File: src/rtl/lsu_pkg.sv
// Shared types and store-formatting helper for the load/store sequencer.
package lsu_pkg;

    localparam int unsigned XLEN   = 32;
    localparam int unsigned STRB_W = XLEN / 8;
    localparam int unsigned REG_W  = 5;

    typedef enum logic [1:0] {
        IDLE = 2'd0,
        REQ  = 2'd1,
        WAIT = 2'd2,
        WB   = 2'd3
    } lsu_state_e;

    localparam logic [STRB_W-1:0] STRB_WORD = 4'hF;
    localparam logic [STRB_W-1:0] STRB_NONE = 4'h0;

    typedef struct packed {
        logic [XLEN-1:0]   data;
        logic [STRB_W-1:0] strb;
    } mem_wr_t;

    // Loads carry no strobes; sb replicates the byte and selects one lane.
    function automatic mem_wr_t fmt_store(input logic            is_load,
                                          input logic            is_byte,
                                          input logic [1:0]      offset,
                                          input logic [XLEN-1:0] wdata);
        mem_wr_t r;
        r.data = wdata;
        r.strb = STRB_WORD;
        if (is_byte) begin
            r.data = {4{wdata[7:0]}};
            r.strb = STRB_W'(4'b0001 << offset);
        end
        if (is_load) begin
            r.strb = STRB_NONE;
        end
        return r;
    endfunction

endpackage

File: src/rtl/load_store_seq.sv
// Multi-cycle lw/lbu/sw/sb sequencer between decode and the data RAM.
// Optional MISALIGN_TRAP_EN: misaligned word ops are dropped and flagged on err_misalign.
module load_store_seq
    import lsu_pkg::*;
#(
    parameter int unsigned TIMEOUT_CYC = 255,
    parameter int unsigned CNT_W       = 8
) (
    input  logic              clk,
    input  logic              rst_n,
    input  logic              op_valid,
    output logic              op_ready,
    input  logic              op_load,
    input  logic              op_byte,
    input  logic [XLEN-1:0]   op_addr,
    input  logic [XLEN-1:0]   op_wdata,
    input  logic [REG_W-1:0]  op_rd,
    output logic              busy,
    output logic              mem_req_valid,
    input  logic              mem_req_ready,
    output logic              mem_we,
    output logic [XLEN-1:0]   mem_addr,
    output logic [XLEN-1:0]   mem_wdata,
    output logic [STRB_W-1:0] mem_wstrb,
    input  logic              mem_rsp_valid,
    input  logic [XLEN-1:0]   mem_rdata,
    output logic              wb_valid,
    output logic [REG_W-1:0]  wb_rd,
    output logic [XLEN-1:0]   wb_ramout,
    output logic [1:0]        wb_addr10,
    output logic              wb_lwlbu,
`ifdef MISALIGN_TRAP_EN
    output logic              err_misalign,
`endif
    output logic              err_timeout
);

    localparam bit               TO_EN   = (TIMEOUT_CYC != 0);
    localparam logic [CNT_W-1:0] TO_LAST = CNT_W'((TIMEOUT_CYC == 0) ? 0 : TIMEOUT_CYC - 1);

    lsu_state_e        state, state_d;
    logic [CNT_W-1:0]  cnt, cnt_d;
    logic              load_q, load_d;
    logic              to_hit;
    mem_wr_t           fmt;

    logic              op_ready_d, busy_d, mem_req_valid_d, mem_we_d;
    logic [XLEN-1:0]   mem_addr_d, mem_wdata_d, wb_ramout_d;
    logic [STRB_W-1:0] mem_wstrb_d;
    logic              wb_valid_d, wb_lwlbu_d, err_timeout_d;
    logic [REG_W-1:0]  wb_rd_d;
    logic [1:0]        wb_addr10_d;
`ifdef MISALIGN_TRAP_EN
    logic              err_misalign_d;
    logic              misalign_c;

    assign misalign_c = ~op_byte & (op_addr[1:0] != 2'b00);
`endif

    assign to_hit = TO_EN && (cnt == TO_LAST);
    assign fmt    = fmt_store(op_load, op_byte, op_addr[1:0], op_wdata);

    // Next-state and next-output decode; every registered output is staged here.
    always_comb begin
        state_d         = state;
        cnt_d           = cnt;
        load_d          = load_q;
        mem_we_d        = mem_we;
        mem_addr_d      = mem_addr;
        mem_wdata_d     = mem_wdata;
        mem_wstrb_d     = mem_wstrb;
        wb_rd_d         = wb_rd;
        wb_ramout_d     = wb_ramout;
        wb_addr10_d     = wb_addr10;
        wb_lwlbu_d      = wb_lwlbu;
        err_timeout_d   = err_timeout;
`ifdef MISALIGN_TRAP_EN
        err_misalign_d  = 1'b0;
`endif

        unique case (state)
            IDLE: begin
                if (op_valid) begin
`ifdef MISALIGN_TRAP_EN
                    if (misalign_c) begin
                        err_misalign_d = 1'b1;
                    end else
`endif
                    begin
                        state_d     = REQ;
                        cnt_d       = '0;
                        load_d      = op_load;
                        mem_we_d    = ~op_load;
                        mem_addr_d  = {op_addr[XLEN-1:2], 2'b00};
                        mem_wdata_d = fmt.data;
                        mem_wstrb_d = fmt.strb;
                        wb_rd_d     = op_rd;
                        wb_addr10_d = op_addr[1:0];
                        wb_lwlbu_d  = op_byte;
                    end
                end
            end
            REQ: begin
                cnt_d = cnt + CNT_W'(1);
                if (to_hit) begin
                    err_timeout_d = 1'b1;
                    state_d       = IDLE;
                end else if (mem_req_ready) begin
                    state_d = WAIT;
                end
            end
            WAIT: begin
                cnt_d = cnt + CNT_W'(1);
                if (to_hit) begin
                    err_timeout_d = 1'b1;
                    state_d       = IDLE;
                end else if (mem_rsp_valid) begin
                    if (load_q) begin
                        wb_ramout_d = mem_rdata;
                        state_d     = WB;
                    end else begin
                        state_d = IDLE;
                    end
                end
            end
            WB: begin
                state_d = IDLE;
            end
            default: begin
                state_d = IDLE;
            end
        endcase

        op_ready_d      = (state_d == IDLE);
        busy_d          = ~op_ready_d;
        mem_req_valid_d = (state_d == REQ);
        wb_valid_d      = (state_d == WB);
    end

    // State, counter and registered outputs.
    always_ff @(posedge clk or negedge rst_n) begin
        if (!rst_n) begin
            state         <= IDLE;
            cnt           <= '0;
            load_q        <= 1'b0;
            op_ready      <= 1'b1;
            busy          <= 1'b0;
            mem_req_valid <= 1'b0;
            mem_we        <= 1'b0;
            mem_addr      <= '0;
            mem_wdata     <= '0;
            mem_wstrb     <= STRB_NONE;
            wb_valid      <= 1'b0;
            wb_rd         <= '0;
            wb_ramout     <= '0;
            wb_addr10     <= '0;
            wb_lwlbu      <= 1'b0;
            err_timeout   <= 1'b0;
`ifdef MISALIGN_TRAP_EN
            err_misalign  <= 1'b0;
`endif
        end else begin
            state         <= state_d;
            cnt           <= cnt_d;
            load_q        <= load_d;
            op_ready      <= op_ready_d;
            busy          <= busy_d;
            mem_req_valid <= mem_req_valid_d;
            mem_we        <= mem_we_d;
            mem_addr      <= mem_addr_d;
            mem_wdata     <= mem_wdata_d;
            mem_wstrb     <= mem_wstrb_d;
            wb_valid      <= wb_valid_d;
            wb_rd         <= wb_rd_d;
            wb_ramout     <= wb_ramout_d;
            wb_addr10     <= wb_addr10_d;
            wb_lwlbu      <= wb_lwlbu_d;
            err_timeout   <= err_timeout_d;
`ifdef MISALIGN_TRAP_EN
            err_misalign  <= err_misalign_d;
`endif
        end
    end

endmodule

File: config.mk
export PLATFORM = sky130hd
export DESIGN_NAME = load_store_seq
export DESIGN_NICKNAME = d
export VERILOG_FILES = /design/src/rtl/lsu_pkg.sv /design/src/rtl/load_store_seq.sv
export SDC_FILE = /design/constraint.sdc
export NUM_CORES = 1
export LEC_CHECK = 0
export BUFFER_PORTS_ARGS = -buffer_cell sky130_fd_sc_hd__buf_2
export CORE_MARGIN = 2
export CORE_UTILIZATION = 29
export DETAILED_ROUTE_END_ITERATION = 10
export PLACE_DENSITY_LB_ADDON = 0.25
export SKIP_CTS_REPAIR_TIMING = 1
export SLEW_MARGIN = 20
export SYNTH_ARGS = -nofsm -noshare
export SYNTH_HDL_FRONTEND = slang
export SYNTH_SLANG_ARGS = --single-unit
File: constraint.sdc
create_clock -name clk -period 2.45 [get_ports clk]
set_input_delay 0.245 -clock clk [delete_from_list [all_inputs] [get_ports clk]]
set_output_delay 0.245 -clock clk [all_outputs]
set_load 0.02 [all_outputs]
### Word level (Yosys, flattened, before mapping)

Index checks and enable logic that the tools add are counted.

* add/sub/neg operators: 1
* equal/unequal tests: 7
* shifts and indexed selects: 1
* mux-type cells: 11
* bitwise logic cells: 3
* reduce and logical (&&, ||, !) cells: 8

Operators with widths (number)
* two-way mux 36 bit: 1
* case mux 8 bit (2 select lines): 1
* two-way mux 2 bit: 6
* adder 8 x 1 -> 8 bit (second input constant): 1
* equality test 8 bit (second input constant): 1
* two-way mux 8 bit: 1
* case mux 2 bit (4 select lines): 1
* equality test 2 bit (second input constant): 3
* AND reduction 2 bit: 3
* equality test 2 x 1 -> 1 bit (second input constant): 2
* zero test 2 bit: 2
* two-way mux 4 bit: 1
* AND reduction 4 bit: 1
* << shifter 1 x 2 -> 4 bit (first input constant): 1
* NOT 1 bit: 3
* inequality test 2 bit (second input constant): 1
* nonzero test 2 bit: 1
* OR reduction 2 bit: 1

* flip-flop bits (word level): 123
* bits of input ports: 108
* output and inout port bits: 114
* logic and storage cells: 47

### Logic depth before layout (Yosys ltp)

Gate-level depths: netlist of the first run.

* depth after elaboration: 6
* gate-level depth with buffers: 8

### Worst setup path after synthesis of the first run

Ideal clock, no wire load.

* kind: flip-flop to flip-flop
* start point: register state[0]
* end point: register mem_addr[29]
* setup time: 0.125 ns
* arrival: 1.596 ns
* slack: 0.730 ns
* cell stages (with the launch flop): 8
* buffers on the path: 3
* cells stage by stage: dfrtp_1 inv_1 ha_1 buf_4 nand2_1 buf_2 buf_2 mux2_2

* longest elaborated chain between the ends: 2

RTL lines
* from (decl): RTL line load_store_seq.sv:41 `lsu_state_e state, state_d;`
* from (signal assigned): RTL line load_store_seq.sv:163 `state <= state_d;`
* zero test 2 bit: RTL line load_store_seq.sv:81 `unique case (state)`
* AND reduction 2 bit (no source line)
* to (signal assigned): RTL line load_store_seq.sv:170 `mem_addr <= mem_addr_d;`
* to (decl): RTL line load_store_seq.sv:22 `output logic [XLEN-1:0] mem_addr,`

Every way passes these cells.
A chain may end at the register's enable or synchronous reset.

### Final worst setup path of the first run

* start point: register state[0]
* end point: register cnt[5]

* longest elaborated chain between the ends: 4
* elaborated cells between the ends (all ways): 8
* those cells by class: eq/ne: 3; mux: 1; reduce/logical: 4

RTL lines
* equality test 2 bit or equality test 2 x 1 -> 1 bit (tied branches): RTL line load_store_seq.sv:81
* OR reduction 2 bit (no source line)
* nonzero test 2 bit (no source line)
* AND reduction 2 bit (no source line)
* to (signal assigned): RTL line load_store_seq.sv:164 `cnt <= cnt_d;`
* to (decl): RTL line load_store_seq.sv:42 `logic [CNT_W-1:0] cnt, cnt_d;`

Parallel ways exist; a longest one is shown, timed or not.

==> impl_metrics.ini, run 1 <==
[timing]
post-route-period-util_pct = 74.9
clock_skew_ns = 0.00879
tightestPinTransition_ns = 0.734
fin_tns_setup_ns = 0
finalSetupViolations = 0
fin_hold_ws_ns = 0.0562
fin_crit_ns = 1.83
hold_viol = 0
maxSlewHeadroom_pct = 51.1
fmax_mhz = 545
rsz0062_at_grt = no
drv_slew = 0

[yosys]
async_flop_share_pct = 100
synth_common_cells = 122 x dfrtp_1, 49 x mux2_2, 35 x o21ai_0, 34 x nand2_1, 30 x mux2_4
post_synth.cell_area_avg_sq_um = 13.9
synth_area_sq_um = 5190
yosysSeqAreaShare_pct = 59.3
synth.most_common_cell = dfrtp_1
synth_seq_cells = 123
synth.top_cell.area_share_pct = 58.8
ys_top_cells_by_area = dfrtp_1 59%, mux2_2 11%, mux2_4 8.7%, mux2i_1 4.8%, o21ai_0 3.4%
ys_types = 38
yosys.area.top_type = dfrtp_1
synth_flop_cell = dfrtp_1
synth_cells = 374
ys_warn_count = 0
synth_edf_count = 0

[setup_path]
critPathMaxStageDelay_ns = 0.48
setup.worst_path.class = register to register
path_delay_family = multiplexers
crit_arrival_ns = 2.12
crit_chain = inv_1 -> ha_1 -> mux2i_1 -> nor4_1 -> xnor2_1 -> nor2_1
endpoint_kind = register
cp.depth = 6
path_max_fanout = 8
rrSetupSlack_ns = 0.62
crit_required_ns = 2.74
worstSetupStartpointType = register
r2r_cells = 6
critPathSlowestCell = mux2i_1
crit_buf_inv = 1

[final_layout]
area_delta_synth_final_pct = 36.6
num-fill-cells = 1686
fin_util_pct = 40.7
drive_above_1_share_pct = 56.5
nNetsFinal = 712
final_cells = 837
diodes = 0

[routing]
ant_nets = 0
drc = 0
first_pass_iters = 4
viasPerCell = 4.43
totalWireLength_mm = 12.2
routedWlPerCell_um = 14.6
vias = 3706
drtIter0Drc = 119

[clocking]
clk_path_buf_depth = 2
cts_tree = yes
numCtsBuffers = 17
cts_root_buf = clkbuf_16
path_clk_slew_ns = 0.06
htreeDepth = 4
insertion_delay_ns = 0.42
clkSinkCount = 123

[grt]
grt_pass1_wl_mm = 18.9
grt_pass1_vias = 3750
grt_overflow = 0
grt_max_degree = 69
antenna_found_initial = 0
grt_usage_pct = 13.0

[floorplanning]
fp.dieH_um = 138
die_width_um = 138
rows = 48
fp.dieArea_sq_um = 19000
io_pins = 222
start_util_pct = 29.8
fp.coreArea_sq_um = 17400

[placement]
port_buffers = 219
gp_congestion = 0.748
hpwlAfterDp_mm = 8.76
dpl.cell_count = 804

[flow_run]
drv_cap = 0

[worst_hold_path]
hold_path_class = input port to register
min_path_cells = 2

[power_and_ir_drop]
p_leak_uw = 0.00371
power_uw = 10000
ir_worst_vdd_mv = 0.655
power_density_nw_per_um2 = 1420

[outcome]
status = finished, final reports clean
-- cell usage in the layout (no fill, tap or decap), types with 5 or more instances in the layout --
master,Yosys,routed
clkbuf_16,0,17
o21ai_0,35,35
inv_6,0,5
dfrtp_1,122,122
mux2_4,30,30
mux2i_1,25,25
mux2_2,49,49
nand2_1,34,33
nor2_1,7,7
ha_1,5,5
buf_2,7,218
a22o_1,5,5
inv_1,9,9
-- worst register-to-register path, cell delays in order (launching register included) --
cell	delay, ns
dfrtp_1	0.42
inv_1	0.10
ha_1	0.35
mux2i_1	0.48
nor4_1	0.13
xnor2_1	0.16
nor2_1	0.06
-- path summary, 6_finish.rpt --
| check | endpoint | start |
|---|---|---|
| max | cnt[5] | state[0] |
| min | wb_ramout[24] | mem_rdata[24] |
| max reg2reg | cnt[5] | state[0] |
| min reg2reg | err_timeout | err_timeout |
| max in group asynchronous | mem_addr[6] | rst_n |
| min in group asynchronous | mem_addr[20] | rst_n |
-- layout make-up --
cell class | instances | area, sq um | share of cell area (%)
Clock buffer | 17 | 425 | 6.00
Clock inverter | 15 | 140 | 1.98
Inverter | 9 | 33.8 | 0.477
Multi-Input combinational cell | 222 | 1920 | 27.1
Sequential cell | 123 | 3080 | 43.4
Tap cell | 225 | 282 | 3.97
Timing Repair Buffer | 226 | 1200 | 17.0
-- sequential cells by signal (all words and copies together) (netlist names) --
signal / flops
err_timeout: 1
cnt: 8
wb_valid: 1
mem_we: 1
wb_rd: 5
mem_req_valid: 1
op_ready: 1
wb_addr10: 2
wb_ramout: 32
state: 2
busy: 1
mem_addr: 30
wb_lwlbu: 1
load_q: 1
mem_wstrb: 4
mem_wdata: 32
-- power breakdown --
group          switching, uW  internal (uW)  leakage [uW]
clock                    974           1410      0.000267
sequential               489           3010       0.00151
combinational           2390           1770       0.00193
-- layer usage --
| metal | wire length, um | track usage (%) |
|---|---|---|
| met1 | 5010 | 15.2 |
| met2 | 5840 | 20.9 |
| met3 | 1160 | 5.48 |
| met4 | 180 | 5.90 |
| met5 | 0 | 0 |
-- cell families (layout without fill, tap and decap cells) --
family,Yosys count,count (layout),share of synthesized area (%)
flops,123,123,59.3
mux,104,104,24.1
simple gates,59,59,5.23
compound gates,47,47,5.38
buf+inv,30,267,3.79
fa+ha+maj,5,5,1.21
xor+xnor,5,5,0.844
other cells,1,2,0.0723
-- metrics by stage --
stage | worst slack, ns | cell area, sq um
3_5_place_dp | 0.606 | 6510
2_1_floorplan | 0.730 | 5190
6_report | 0.615 | 7090
5_1_grt | 0.442 | 7090
3_3_place_gp | 0.701 | 6510
4_1_cts | 0.593 | 7080
(Power assumes the default switching activity.)
==> run 2: changes to the inputs <==
ABC_AREA = 1   (was default)
clock period = 1.9 ns   (was 2.45 ns; I/O delays follow)
==> run 2 against run 1 <==
Against the previous run: the flow now finishes with violations (hold timing); largest power group unchanged; global-route usage grew 2.2 points; design area increased by 4.7%; total power is 31% higher; critical path type unchanged; critical endpoint is now mem_wdata[17]; count of clock-buffer cells in the layout up 2; sequential power rose by 29%; synthesized area down 2.2%.
==> impl_metrics.ini, run 2 <==
[yosys]
synth_edf_count = 0
synth.top_cell.area_share_pct = 60.2
yosys.area.top_type = dfrtp_1
ys_types = 24
yosysSeqAreaShare_pct = 60.7
synth_common_cells = 212 x nand2_1, 122 x dfrtp_1, 58 x inv_1, 38 x nor2_1, 38 x o21ai_1
synth_cells = 576
synth_flop_cell = dfrtp_1
synth.most_common_cell = nand2_1
async_flop_share_pct = 100
post_synth.cell_area_avg_sq_um = 8.81
ys_warn_count = 0
synth_seq_cells = 123
ys_top_cells_by_area = dfrtp_1 60%, nand2_1 16%, inv_1 4.3%, o21ai_1 3.7%, a21oi_1 3.2%
synth_area_sq_um = 5070

[timing]
fin_crit_ns = 1.67
hold_viol = 7
drv_slew = 0
finalSetupViolations = 0
clock_skew_ns = 0.0136
fin_tns_setup_ns = 0
finalWorstSetupSlack_ns = 0.231
post-route-period-util_pct = 87.8
fin_hold_ws_ns = -0.0240
fmax_mhz = 599
rsz0062_at_grt = no

[routing]
viasPerCell = 4.23
ant_nets = 0
first_pass_iters = 4
vias = 4534
routedWlPerCell_um = 13.2
drtIter0Drc = 197
totalWireLength_mm = 14.1
drc = 0

[power_and_ir_drop]
ir_worst_vdd_mv = 0.638
pwr-share-comb_pct = 40.4
p_int_uw = 7820
pwr-share-seq_pct = 34.1
power_density_nw_per_um2 = 1780
swShare_pct = 40.8
p_clk_share_pct = 25.5
p_leak_uw = 0.00407
power_uw = 13200
p_sw_uw = 5380

[final_layout]
final_cells = 1072
drive_above_1_share_pct = 31.6
area_delta_synth_final_pct = 46.3
mostFrequentLayoutCells = 218 x buf_2, 211 x nand2_1, 122 x dfrtp_1
final_common_cell = buf_2
diodes = 0
fin_area_sq_um = 7420
nNetsFinal = 948
reg_top3 = mem_wdata x32, wb_ramout x32, mem_addr x30

[placement]
pre_cts_slack_ns = 0.249
hpwlAfterDp_mm = 9.71
place_area_sq_um = 6440
port_buffers = 219
gp_congestion = 0.778
dpl.cell_count = 1004

[outcome]
violations = hold timing
status = complete, but fails checks

[grt]
grt_overflow = 0
antenna_found_initial = 0
grt_usage_pct = 15.2
grt_pass1_vias = 4209
grt_pass1_wl_mm = 21.8
grt_max_degree = 65

[setup_path]
endpoint_kind = register
worstSetupStartpointType = register
crit_path_frequent_cell = a21oi_1
r2r_end = mem_wdata[17]
crit_path_start = state[0]
critPathMaxStageDelay_ns = 0.39
path_max_fanout = 31
crit_end = mem_wdata[17]
setup.worst_path.class = register to register
critPathSlowestCell = dfrtp_1
rr_startpoint = state[0]
rrSetupSlack_ns = 0.23
crit_chain = inv_1 -> ha_1 -> nand2_2 -> buf_12 -> a21oi_1 -> a21oi_1
crit_arrival_ns = 1.95
r2r_cells = 6
crit_required_ns = 2.18

[floorplanning]
io_pins = 222
rows = 48
die_width_um = 136
start_util_pct = 29.5
fp.coreArea_sq_um = 17200
fp.dieArea_sq_um = 18600
fp.dieH_um = 136

[flow_run]
drv_cap = 0

[clocking]
path_clk_slew_ns = 0.06
htreeDepth = 4
insertion_delay_ns = 0.42
cts_tree = yes
clkSinkCount = 123
clk_path_buf_depth = 2
numCtsBuffers = 17
cts_root_buf = clkbuf_16

[worst_hold_path]
hold_path_class = input port to register
-- run 2: changes by cell type in the layout (fill, tap and decap cells not counted), moves of 5 or more --
cell and change:
mux2_4 -30, a22o_1 -5, nand2_1 +178, a21oi_1 +31, nor2_1 +31, o21ai_0 -22, o21ai_1 +38, nand3_1 +11
mux2i_1 -25, inv_1 +48, mux2_2 -49, dlygate4sd3_1 +36
-- run 2: power by group through the flow --
stage / Clock, uW / Combinational (uW) / Sequential [uW]
2_1_floorplan: 0 / 1860 / 5960
3_3_place_gp: 0 / 5290 / 4530
3_5_place_dp: 0 / 5360 / 4520
4_1_cts: 3480 / 5360 / 4510
5_1_grt: 3600 / 5910 / 4660
6_report: 3370 / 5330 / 4510
-- run 2: layout make-up --
| class | instances | area, sq um |
|---|---|---|
| tap | 225 | 282 |
| multi-input combinational | 369 | 1610 |
| clock inverter | 12 | 161 |
| clock buffer | 19 | 453 |
| timing repair buffer | 266 | 1620 |
| inverter | 58 | 218 |
| sequential | 123 | 3080 |
| fill | 1743 | 9750 |
-- run 2: per-layer routing --
layer / wire (um) / vias to the layer above / global-route usage, %
met1: 6320 / 2060 / 20.3
li1: - / 2309 / -
met4: 224 / 0 / 6.54
met3: 922 / 15 / 4.81
met2: 6680 / 150 / 22.8
met5: 0 / - / 0
-- run 2: how the worst min path moves through the flow --
stage	depth (start not counted)	start	end	slack [ns]
global placement	1	rst_n	mem_wdata[22]	0.16
global route	3	op_addr[4]	mem_addr[4]	-0.006
detailed placement	1	rst_n	mem_wdata[14]	0.16
finish	3	op_addr[30]	mem_addr[30]	-0.02
floorplan	0	rst_n	busy	-0.11
CTS	1	rst_n	mem_wdata[14]	-0.29
-- run 2: stage by stage --
stage	util (%)	hold WS, ns
after floorplan	-	-0.106
after global placement	37.5	0.160
after detailed placement	37.5	0.161
after CTS	41.1	-0.294
after global routing	43.2	-0.00639
final	43.2	-0.0240
-- run 2: critical path, delay by kind of cell (launching register included) --
family / cells / cell delay, ns
fa+ha+maj: 1 / 0.27
buf+inv: 2 / 0.31
compound gates: 2 / 0.40
simple gates: 1 / 0.16
flops: 1 / 0.39
-- run 2: cell families after synthesis --
group	Yosys count	share of synthesized area, %
other cells	1	0.0739
xor+xnor	1	0.173
flops	123	60.7
simple gates	274	21.4
buf+inv	85	7.64
fa+ha+maj	5	1.23
compound gates	87	8.80
==> run 3: changes to the inputs <==
CORE_UTILIZATION = 40   (was 29)
GPL_TIMING_DRIVEN = 1   (was default)
PLACE_DENSITY = 0.8   (was default)
PLACE_DENSITY_LB_ADDON = default   (was 0.25)
==> run 3 against run 2 <==
Against the previous run: via count up 3.1%; sequential share of layout area up 0.80 points; largest cell class unchanged; maximum frequency down 3.9%; critical path depth up 3; worst hold slack better by 0.0028 ns; register-to-register slack worse by 0.07 ns; setup slack worse by 0.067 ns; the flow still finishes with violations (hold timing).
==> impl_metrics.ini, run 3 (synthesis gave the netlist of run 2 again) <==
[final_layout]
area_delta_synth_final_pct = 43.6
nNetsFinal = 943
fin_area_sq_um = 7280
mostFrequentLayoutCells = 218 x buf_2, 211 x nand2_1, 122 x dfrtp_1
multiInputGateArea_sq_um = 1620
seqCellArea_sq_um = 3080
final_common_cell = buf_2
num-fill-cells = 1118
diodes = 0
fin_util_pct = 58.2
reg_top3 = mem_wdata x32, wb_ramout x32, mem_addr x30
drive_above_1_share_pct = 32.1

[worst_hold_path]
whs_endpoint = mem_addr[18]
min_path_cells = 3
hold_path_class = input port to register
hp-start = op_addr[18]

[timing]
fin_tns_setup_ns = 0
fin_hold_ws_ns = -0.0212
fmax_mhz = 576
drv_slew = 0
finalWorstSetupSlack_ns = 0.164
hold_viol = 5
rsz0062_at_grt = no
fin_crit_ns = 1.74
finalSetupViolations = 0
clock_skew_ns = 0.00720
post-route-period-util_pct = 91.4

[routing]
ant_nets = 0
viasPerCell = 4.61
first_pass_iters = 4
vias = 4675
drtIter0Drc = 299
totalWireLength_mm = 13.1
drc = 0
routedWlPerCell_um = 13.0

[floorplanning]
die_width_um = 117
fp.dieArea_sq_um = 13600
io_pins = 222
fp.coreArea_sq_um = 12500
fp.dieH_um = 117
start_util_pct = 40.5
rows = 41

[power_and_ir_drop]
p_clk_share_pct = 25.6
ir_worst_vdd_mv = 1.10
power_uw = 13100
power_density_nw_per_um2 = 1800
pwr-share-comb_pct = 40.0
swShare_pct = 39.6
pwr-share-seq_pct = 34.3
p_int_uw = 7930
p_sw_uw = 5190
p_leak_uw = 0.00404

[placement]
hpwlAfterDp_mm = 9.14
port_buffers = 219
gp_congestion = 0.849
place_area_sq_um = 6380
pre_cts_slack_ns = 0.189

[grt]
antenna_found_initial = 0
grt_usage_pct = 18.4
grt_overflow = 0
grt_pass1_wl_mm = 19.0
grt_max_degree = 56
grt_pass1_vias = 4072

[clocking]
clk_path_buf_depth = 2
numCtsBuffers = 17
path_clk_slew_ns = 0.05
insertion_delay_ns = 0.41
cts_root_buf = clkbuf_16
htreeDepth = 4
clkSinkCount = 123
cts_tree = yes

[setup_path]
crit_chain = inv_1 -> ha_2 -> inv_1 -> o21ai_2 -> nand2_1 -> nor2_1 -> nand2_1 -> nand2_1 -> nor2_1
critPathSlowestCell = dfrtp_1
crit_arrival_ns = 2.03
worstSetupStartpointType = register
rrSetupSlack_ns = 0.16
critPathMaxStageDelay_ns = 0.38
endpoint_kind = register
r2r_cells = 9
path_delay_family = simple AND/OR/NAND/NOR gates
setup.worst_path.class = register to register
crit_required_ns = 2.19
r2r_end = cnt[6]
path_max_fanout = 8
crit_buf_inv = 2
crit_path_frequent_cell = nand2_1
rr_startpoint = state[1]

[outcome]
violations = hold timing
status = complete, but fails checks

[flow_run]
drv_cap = 0
## run 3: cell count changes in the layout (fill, tap and decap cells not counted), moves of 2 or more
cell / change
inv_6: -4
dlygate4sd3_1: -9
clkbuf_1: +4
clkinvlp_4: -2
buf_12: -2
buf_4: +6
## run 3: worst min-delay path, delay by kind of cell
family	cells	cell delay [ns]
simple gates	2	0.09
buf+inv	1	0.07
## run 3: how the worst max path moves through the flow
stage          slack (ns)     start             to  cells past startpoint
4_1_cts              0.18  state[1]         cnt[6]                      9
5_1_grt            0.0002  state[1]         cnt[6]                      9
3_3_place_gp         0.21  state[0]  mem_wdata[22]                      6
6_report             0.16  state[1]         cnt[6]                      9
3_5_place_dp         0.19  state[1]  mem_wdata[20]                      6
2_1_floorplan        0.37  state[1]         cnt[6]                      9
## run 3: routing by layer
layer | track usage (%) | share of wire, % | vias up
met1 | 22.8 | 43 | 2194
met4 | 7.14 | 1.3 | 0
met3 | 7.11 | 7.8 | 14
li1 | - | - | 2303
met2 | 29.1 | 48 | 164
met5 | 0 | 0 | -
## run 3: layout make-up
type | instances | area share, %
clock buffer | 24 | 6.61
clock inverter | 7 | 1.89
inverter | 58 | 2.99
multi-input combinational | 369 | 22.2
sequential | 123 | 42.3
tap | 172 | 2.95
timing repair buffer | 261 | 21.1
## run 3: per-stage QoR
| step | hold WS (ns) | cells |
|---|---|---|
| floorplan | -0.106 | 577 |
| global placement | 0.121 | 955 |
| detailed placement | 0.116 | 955 |
| CTS | -0.327 | 986 |
| global route | 0.00145 | 1014 |
| finish | -0.0212 | 1014 |
## run 3: power by group through the flow
stage	logic [uW]	clock network (uW)	registers, uW
floorplan	1860	0	5960
global placement	5150	0	4510
detailed placement	5250	0	4510
CTS	5240	3430	4510
global route	5810	3550	4670
finish	5250	3360	4510
